$ cat config.mk
export PLATFORM = sky130hd
export DESIGN_NAME = tone_sequencer_flat
export DESIGN_NICKNAME = d
export VERILOG_FILES = /design/src/rtl/tone_sequencer_if.sv /design/src/rtl/tone_sequencer.sv /design/src/flat_wrapper.sv
export SDC_FILE = /design/constraint.sdc
export NUM_CORES = 1
export LEC_CHECK = 0
export ABC_AREA = 1
export ABC_CLOCK_PERIOD_IN_PS = 5300
export BUFFER_PORTS_ARGS = -buffer_cell sky130_fd_sc_hd__buf_2
export CORE_UTILIZATION = 66
export DETAILED_ROUTE_END_ITERATION = 12
export PLACE_DENSITY = 0.95
export SYNTH_ARGS = -nofsm -noshare
export SYNTH_HDL_FRONTEND = slang
export SYNTH_SLANG_ARGS = --single-unit
$ cat constraint.sdc
create_clock -name CLOCK -period 5.3 [get_ports CLOCK]
set_clock_uncertainty 0.1 [all_clocks]
set_input_delay 0.53 -clock CLOCK [delete_from_list [all_inputs] [get_ports CLOCK]]
set_output_delay 0.53 -clock CLOCK [all_outputs]
set_load 0.01 [all_outputs]
$ cat src/rtl/tone_sequencer_if.sv
// tone_sequencer_if: table config, sequence control and DAC-side outputs
// of tone_sequencer; master drives control, slave is the sequencer.
interface tone_sequencer_if #(
  parameter int NUM_STEPS = 4
);
  localparam int IW = $clog2(NUM_STEPS);
  localparam int LW = IW + 1;

  logic          CFG_WE;
  logic [IW-1:0] CFG_IDX;
  logic [15:0]   CFG_DIV;
  logic [15:0]   CFG_DUR;
  logic [LW-1:0] SEQ_LEN;
  logic          START;
  logic          STOP;
  logic [7:0]    ROM_ADDR;
  logic          SAMPLE_STB;
  logic          MUTE;
  logic          BUSY;
  logic          DONE;
  logic [IW-1:0] STEP_IDX;

  modport master (
    output CFG_WE, CFG_IDX, CFG_DIV, CFG_DUR,
    output SEQ_LEN, START, STOP,
    input  ROM_ADDR, SAMPLE_STB, MUTE,
    input  BUSY, DONE, STEP_IDX
  );

  modport slave (
    input  CFG_WE, CFG_IDX, CFG_DIV, CFG_DUR,
    input  SEQ_LEN, START, STOP,
    output ROM_ADDR, SAMPLE_STB, MUTE,
    output BUSY, DONE, STEP_IDX
  );
endinterface

$ cat src/rtl/tone_sequencer.sv
// tone_sequencer: plays a table of {divider, duration} tones on a sine ROM.
// Define TONE_GAP_EN to insert GAP_MS of silence between played tones.
module tone_sequencer #(
  parameter int NUM_STEPS = 4,
  parameter int MS_DIV    = 25000,
  parameter int GAP_MS    = 20
) (
  input logic             CLOCK,
  input logic             RESET_N,
  tone_sequencer_if.slave bus
);
  localparam int IW = $clog2(NUM_STEPS);
  localparam int LW = IW + 1;

  typedef enum logic [2:0] {
    IDLE,
    LOAD,
    PLAY,
`ifdef TONE_GAP_EN
    GAP,
`endif
    FIN
  } state_t;

  state_t        state, state_nx;
  logic [15:0]   div_tab [NUM_STEPS];
  logic [15:0]   dur_tab [NUM_STEPS];
  logic [IW-1:0] step, step_nx;
  logic [LW-1:0] len, len_nx, len_in;
  logic [15:0]   div_cnt, div_nx;
  logic [15:0]   dur_cnt, dur_nx;
  logic [15:0]   ms_cnt, ms_nx;
  logic [7:0]    addr, addr_nx;
  logic          stb, stb_nx;
  logic          mute, busy, done;
  logic          busy_nx;
  logic [15:0]   div_e, dur_e;
  logic          last, skip;

`ifdef TONE_GAP_EN
  localparam int GAP_CYC = GAP_MS * MS_DIV;
  localparam int GW = $clog2(GAP_CYC + 1);
  logic [GW-1:0] gap_cnt, gap_nx;
`endif

  assign div_e  = div_tab[step];
  assign dur_e  = dur_tab[step];
  assign last   = ({1'b0, step} + LW'(1)) == len;
  assign skip   = (div_e == '0) || (dur_e == '0);
  assign len_in = (bus.SEQ_LEN > LW'(NUM_STEPS)) ?
                  LW'(NUM_STEPS) : bus.SEQ_LEN;

  always_comb begin
    state_nx = state;
    step_nx  = step;
    len_nx   = len;
    div_nx   = div_cnt;
    dur_nx   = dur_cnt;
    ms_nx    = ms_cnt;
    addr_nx  = addr;
    stb_nx   = 1'b0;
    busy_nx  = 1'b0;
`ifdef TONE_GAP_EN
    gap_nx   = gap_cnt;
`endif
    unique case (state)
      IDLE: begin
        if (bus.START) begin
          len_nx = len_in;
          if (len_in == '0) begin
            state_nx = FIN;
          end else begin
            step_nx  = '0;
            state_nx = LOAD;
          end
        end
      end
      LOAD: begin
        addr_nx = '0;
        div_nx  = div_e - 16'd1;
        dur_nx  = dur_e;
        ms_nx   = 16'(MS_DIV - 1);
        if (!skip) begin
          state_nx = PLAY;
        end else if (last) begin
          state_nx = FIN;
        end else begin
          step_nx  = step + IW'(1);
          state_nx = LOAD;
        end
      end
      PLAY: begin
        if (div_cnt == '0) begin
          div_nx  = div_e - 16'd1;
          addr_nx = addr + 8'd1;
          stb_nx  = 1'b1;
        end else begin
          div_nx  = div_cnt - 16'd1;
        end
        if (ms_cnt != '0) begin
          ms_nx = ms_cnt - 16'd1;
        end else begin
          ms_nx  = 16'(MS_DIV - 1);
          dur_nx = dur_cnt - 16'd1;
          if (dur_cnt == 16'd1) begin
            if (last) begin
              state_nx = FIN;
            end else begin
              // next tone starts from ROM address 0, no stray strobe
              step_nx = step + IW'(1);
              addr_nx = '0;
              stb_nx  = 1'b0;
`ifdef TONE_GAP_EN
              gap_nx   = GW'(GAP_CYC - 1);
              state_nx = GAP;
`else
              state_nx = LOAD;
`endif
            end
          end
        end
      end
`ifdef TONE_GAP_EN
      GAP: begin
        addr_nx = '0;
        gap_nx  = gap_cnt - GW'(1);
        if (gap_cnt == '0) state_nx = LOAD;
      end
`endif
      FIN: state_nx = IDLE;
      default: state_nx = IDLE;
    endcase
    if (bus.STOP) begin
      state_nx = IDLE;
      addr_nx  = '0;
      stb_nx   = 1'b0;
    end
    busy_nx = (state_nx == LOAD) || (state_nx == PLAY);
`ifdef TONE_GAP_EN
    if (state_nx == GAP) busy_nx = 1'b1;
`endif
  end

  always_ff @(posedge CLOCK or negedge RESET_N) begin
    if (!RESET_N) begin
      state   <= IDLE;
      step    <= '0;
      len     <= '0;
      div_cnt <= '0;
      dur_cnt <= '0;
      ms_cnt  <= '0;
      addr    <= '0;
      stb     <= 1'b0;
      mute    <= 1'b1;
      busy    <= 1'b0;
      done    <= 1'b0;
`ifdef TONE_GAP_EN
      gap_cnt <= '0;
`endif
    end else begin
      state   <= state_nx;
      step    <= step_nx;
      len     <= len_nx;
      div_cnt <= div_nx;
      dur_cnt <= dur_nx;
      ms_cnt  <= ms_nx;
      addr    <= addr_nx;
      stb     <= stb_nx;
      mute    <= state_nx != PLAY;
      busy    <= busy_nx;
      done    <= state_nx == FIN;
`ifdef TONE_GAP_EN
      gap_cnt <= gap_nx;
`endif
    end
  end

  always_ff @(posedge CLOCK or negedge RESET_N) begin
    if (!RESET_N) begin
      for (int i = 0; i < NUM_STEPS; i++) begin
        div_tab[i] <= '0;
        dur_tab[i] <= '0;
      end
    end else if (bus.CFG_WE && !busy) begin
      div_tab[bus.CFG_IDX] <= bus.CFG_DIV;
      dur_tab[bus.CFG_IDX] <= bus.CFG_DUR;
    end
  end

  assign bus.ROM_ADDR   = addr;
  assign bus.SAMPLE_STB = stb;
  assign bus.MUTE       = mute;
  assign bus.BUSY       = busy;
  assign bus.DONE       = done;
  assign bus.STEP_IDX   = step;
endmodule
$ cat src/flat_wrapper.sv
// flat-port wrapper written by rule: the top's interface ports become plain ports
module tone_sequencer_flat 
#(
  parameter int NUM_STEPS = 4,
  parameter int MS_DIV    = 25000,
  parameter int GAP_MS    = 20
)
  (CLOCK, RESET_N, bus_CFG_WE, bus_CFG_IDX, bus_CFG_DIV, bus_CFG_DUR, bus_SEQ_LEN, bus_START, bus_STOP, bus_ROM_ADDR, bus_SAMPLE_STB, bus_MUTE, bus_BUSY, bus_DONE, bus_STEP_IDX);
  tone_sequencer_if #(.NUM_STEPS(NUM_STEPS)) bus_i ();
  input logic CLOCK;
  input logic RESET_N;
  input wire logic [$bits(bus_i.CFG_WE)-1:0] bus_CFG_WE;
  input wire logic [$bits(bus_i.CFG_IDX)-1:0] bus_CFG_IDX;
  input wire logic [$bits(bus_i.CFG_DIV)-1:0] bus_CFG_DIV;
  input wire logic [$bits(bus_i.CFG_DUR)-1:0] bus_CFG_DUR;
  input wire logic [$bits(bus_i.SEQ_LEN)-1:0] bus_SEQ_LEN;
  input wire logic [$bits(bus_i.START)-1:0] bus_START;
  input wire logic [$bits(bus_i.STOP)-1:0] bus_STOP;
  output wire logic [$bits(bus_i.ROM_ADDR)-1:0] bus_ROM_ADDR;
  output wire logic [$bits(bus_i.SAMPLE_STB)-1:0] bus_SAMPLE_STB;
  output wire logic [$bits(bus_i.MUTE)-1:0] bus_MUTE;
  output wire logic [$bits(bus_i.BUSY)-1:0] bus_BUSY;
  output wire logic [$bits(bus_i.DONE)-1:0] bus_DONE;
  output wire logic [$bits(bus_i.STEP_IDX)-1:0] bus_STEP_IDX;
  assign bus_i.CFG_WE = bus_CFG_WE;
  assign bus_i.CFG_IDX = bus_CFG_IDX;
  assign bus_i.CFG_DIV = bus_CFG_DIV;
  assign bus_i.CFG_DUR = bus_CFG_DUR;
  assign bus_i.SEQ_LEN = bus_SEQ_LEN;
  assign bus_i.START = bus_START;
  assign bus_i.STOP = bus_STOP;
  assign bus_ROM_ADDR = bus_i.ROM_ADDR;
  assign bus_SAMPLE_STB = bus_i.SAMPLE_STB;
  assign bus_MUTE = bus_i.MUTE;
  assign bus_BUSY = bus_i.BUSY;
  assign bus_DONE = bus_i.DONE;
  assign bus_STEP_IDX = bus_i.STEP_IDX;
  tone_sequencer #(.NUM_STEPS(NUM_STEPS), .MS_DIV(MS_DIV), .GAP_MS(GAP_MS)) u_core (.CLOCK(CLOCK), .RESET_N(RESET_N), .bus(bus_i));
endmodule
==> results_dict.tcl <==
set metrics [dict create \
    postCtsHoldBufs 0 \
    status "finished, final reports clean" \
    pre_cts_ws_ns 1.95 \
    ys_warn_count 0 \
    rows 45 \
    area_delta_synth_final_pct 8.71 \
    cp_max_fo 37 \
    synth.avg_cell_area_sq_um 7.61 \
    final-setup-viol-count 0 \
    syn_inst 1343 \
    core_area_sq_mm 0.0151 \
    critPathRequiredTime_ns 5.48 \
    drt-initial-drc-count 1139 \
    crit_slowest_cell "nand2_2" \
    critPathLaunchType "register" \
    cts-root-buf "clkbuf_16" \
    layout_setup_ws_ns 1.81 \
    tightest_slew_ns 1.15 \
    period_share 0.658 \
    cts_resized 0 \
    mostFrequentLayoutCell "nand2_1" \
    cts.clk_slew.worst_paths_ns 0.07 \
    cp_data_arrival_time_ns 3.66 \
    finalHoldViolations 0 \
    grt-ovfl-total 0 \
    synth_area_sq_mm 0.0102 \
    grt_max_degree 98 \
    fillers 1095 \
    via_per_inst 5.90 \
    yosysUniqueCellTypes 45 \
    fin_cells 1566 \
    leakage_nw 5.62 \
    grt_pass1_vias 8769 \
    layout.nets 1416 \
    fin_setup_tns_ns 0 \
    wl_um 24900 \
    reg2reg_slack_ns 1.81 \
    die_area_sq_mm 0.0160 \
    relSlewSlack 0.233 \
    cts_setup_buffers 0 \
    cts_buffer_depth 2 \
    syn-num-nets 1394 \
    max_freq_mhz 287 \
    slowest_delay_ns 0.79 \
    port_buffers 55 \
    r2r.worst_path.cells 10 \
    start_util 0.674 \
    grt_pass1_wl_um 41000 \
    maxSlewViolCount 0 \
    post-route-util 0.733 \
    synth_seq_cells 196 \
    rsz0062_at_grt "false" \
    num_vias 9236 \
    insertion_delay_ns 0.45 \
    firstDrtPassIters 6 \
    grt.total_usage 0.325 \
    endpoint_kind "register" \
    htreeDepth 4 \
    gp_congestion 0.867 \
    layout_common_cells "nand2_1, dfrtp_1, o21ai_0" \
    diodes 0 \
    clock_sinks 196 \
    antenna_found_initial 0 \
    crit_path_frequent_cell "nand2_1" \
    cts_tree "done" \
    drive_gt1_frac 0.0987 \
    drcViolationCount 0 \
    max_cap_violations 0 \
    peakVddDrop_v 0.000267 \
    powerDensity_mw_per_mm2 413 \
    drt.antenna.violating_nets 0 \
    path_cells "nor2_1 > nand2_1 > nand2_2 > clkinv_1 > o21ai_0 > nand2_1 > nor2_1 > nand2_1 > inv_1 > o21ai_1" \
    ioPinCount 56 \
    die_x_um 126 \
    period_needed_ns 3.49 \
    hold_path_class "in2async" \
    die_h_um 126 \
    wire_per_inst_um 15.9 \
    dp.cells 1534 \
    cts_buffers 17 \
    dp_hpwl_um 15200 \
    critPathKind "reg2reg" \
    yosysSeqAreaShare 0.480 \
]
-- power breakdown --
group	internal, mW	leakage (nW)	total [mW]	switching, mW
Combinational	0.418	2.87	1.24	0.821
Clock	0.694	0.289	1.31	0.615
Sequential	1.81	2.46	2.04	0.230
-- synthesized netlist by cell type, drive strengths merged --
master    n  area share
nand3   109       0.055
o211ai    4      0.0029
and2      1     0.00061
or2       5      0.0031
dfstp     1      0.0026
and3      1     0.00061
nand4    17       0.011
inv     132       0.049
a22o      3      0.0026
o21ai   183       0.090
nor4      2      0.0012
nand2   428        0.16
ha        9       0.011
nor3     17       0.011
a31oi     5      0.0045
o31ai     1     0.00074
a31o      2      0.0017
a21oi    23       0.012
xor2     25       0.022
clkbuf   32       0.012
o21bai    2      0.0015
clkinv    1     0.00037
buf      26       0.016
xnor2     7      0.0060
dfrtp   195        0.48
conb      1     0.00037
o41ai     1     0.00086
nor2     98       0.037
o22ai     9      0.0055
nand3b    3      0.0022
-- stage by stage --
stage          total power, mW  instance area (sq um)  hold slack (ns)
2_1_floorplan             2.91                  10200            0.134
3_3_place_gp              3.15                  10500            0.362
3_5_place_dp              3.23                  10500            0.368
4_1_cts                   4.56                  11100           0.0928
5_1_grt                   4.84                  11100            0.126
6_report                  4.59                  11100           0.0544
-- per-layer routing --
layer,global-route usage,routed length (um),up-vias
met3,0.0763,2180,52
met1,0.425,10200,4345
li1,-,-,4368
met5,0,0,-
met2,0.524,11900,471
met4,0.134,584,0
-- state kept, by name (all words and copies together) (netlist names) --
register and cells:
u_core.bus.SAMPLE_STB 1, u_core.len 3, u_core.state 3, u_core.dur_tab 64, u_core.bus.DONE 1, u_core.bus.MUTE 1, u_core.bus.BUSY 1, u_core.bus.STEP_IDX 2
u_core.div_tab 64, u_core.dur_cnt 16, u_core.ms_cnt 16, u_core.bus.ROM_ADDR 8, u_core.div_cnt 16
-- worst max-delay path: cells and delay by family (launching register included) --
family                 cells  cell delay (ns)
AND/OR/NAND/NOR            6             1.78
flip-flops                 1             0.38
buffers and inverters      2             0.74
AO/OA/AOI/OAI              2             0.31
-- worst paths after layout --
path | end | start
worst max-delay path | u_core.bus.STEP_IDX[0]$_DFFE_PN0P_ | u_core.state[2]$_DFF_PN0_
worst min-delay path | u_core.ms_cnt[9]$_DFFE_PN0N_ | RESET_N
worst max register to register | u_core.bus.STEP_IDX[0]$_DFFE_PN0P_ | u_core.state[2]$_DFF_PN0_
worst min register to register | u_core.div_cnt[15]$_DFFE_PN0N_ | u_core.div_cnt[15]$_DFFE_PN0N_
max in group asynchronous | u_core.dur_tab[53]$_DFFE_PN0P_ | RESET_N
min in group CLOCK | u_core.state[1]$_DFF_PN0_ | bus_STOP
-- layout make-up --
type	count	area, sq um	share of cell area
sequential	196	4910	0.442
multi-input combinational	956	4540	0.409
timing repair buffer	61	329	0.0296
clock buffer	20	457	0.0411
clock inverter	12	140	0.0126
tap	188	235	0.0212
inverter	133	499	0.0450
-- cells by family after synthesis --
group,synth area share
and+or+nand+nor,0.281
adders and majority gates,0.0110
other,0.000367
xor gates and xnor gates,0.0282
AOI/OAI and AO/OA,0.122
buffers and inverters,0.0770
DFF,0.480
Power figures use the tool's default switching activity.
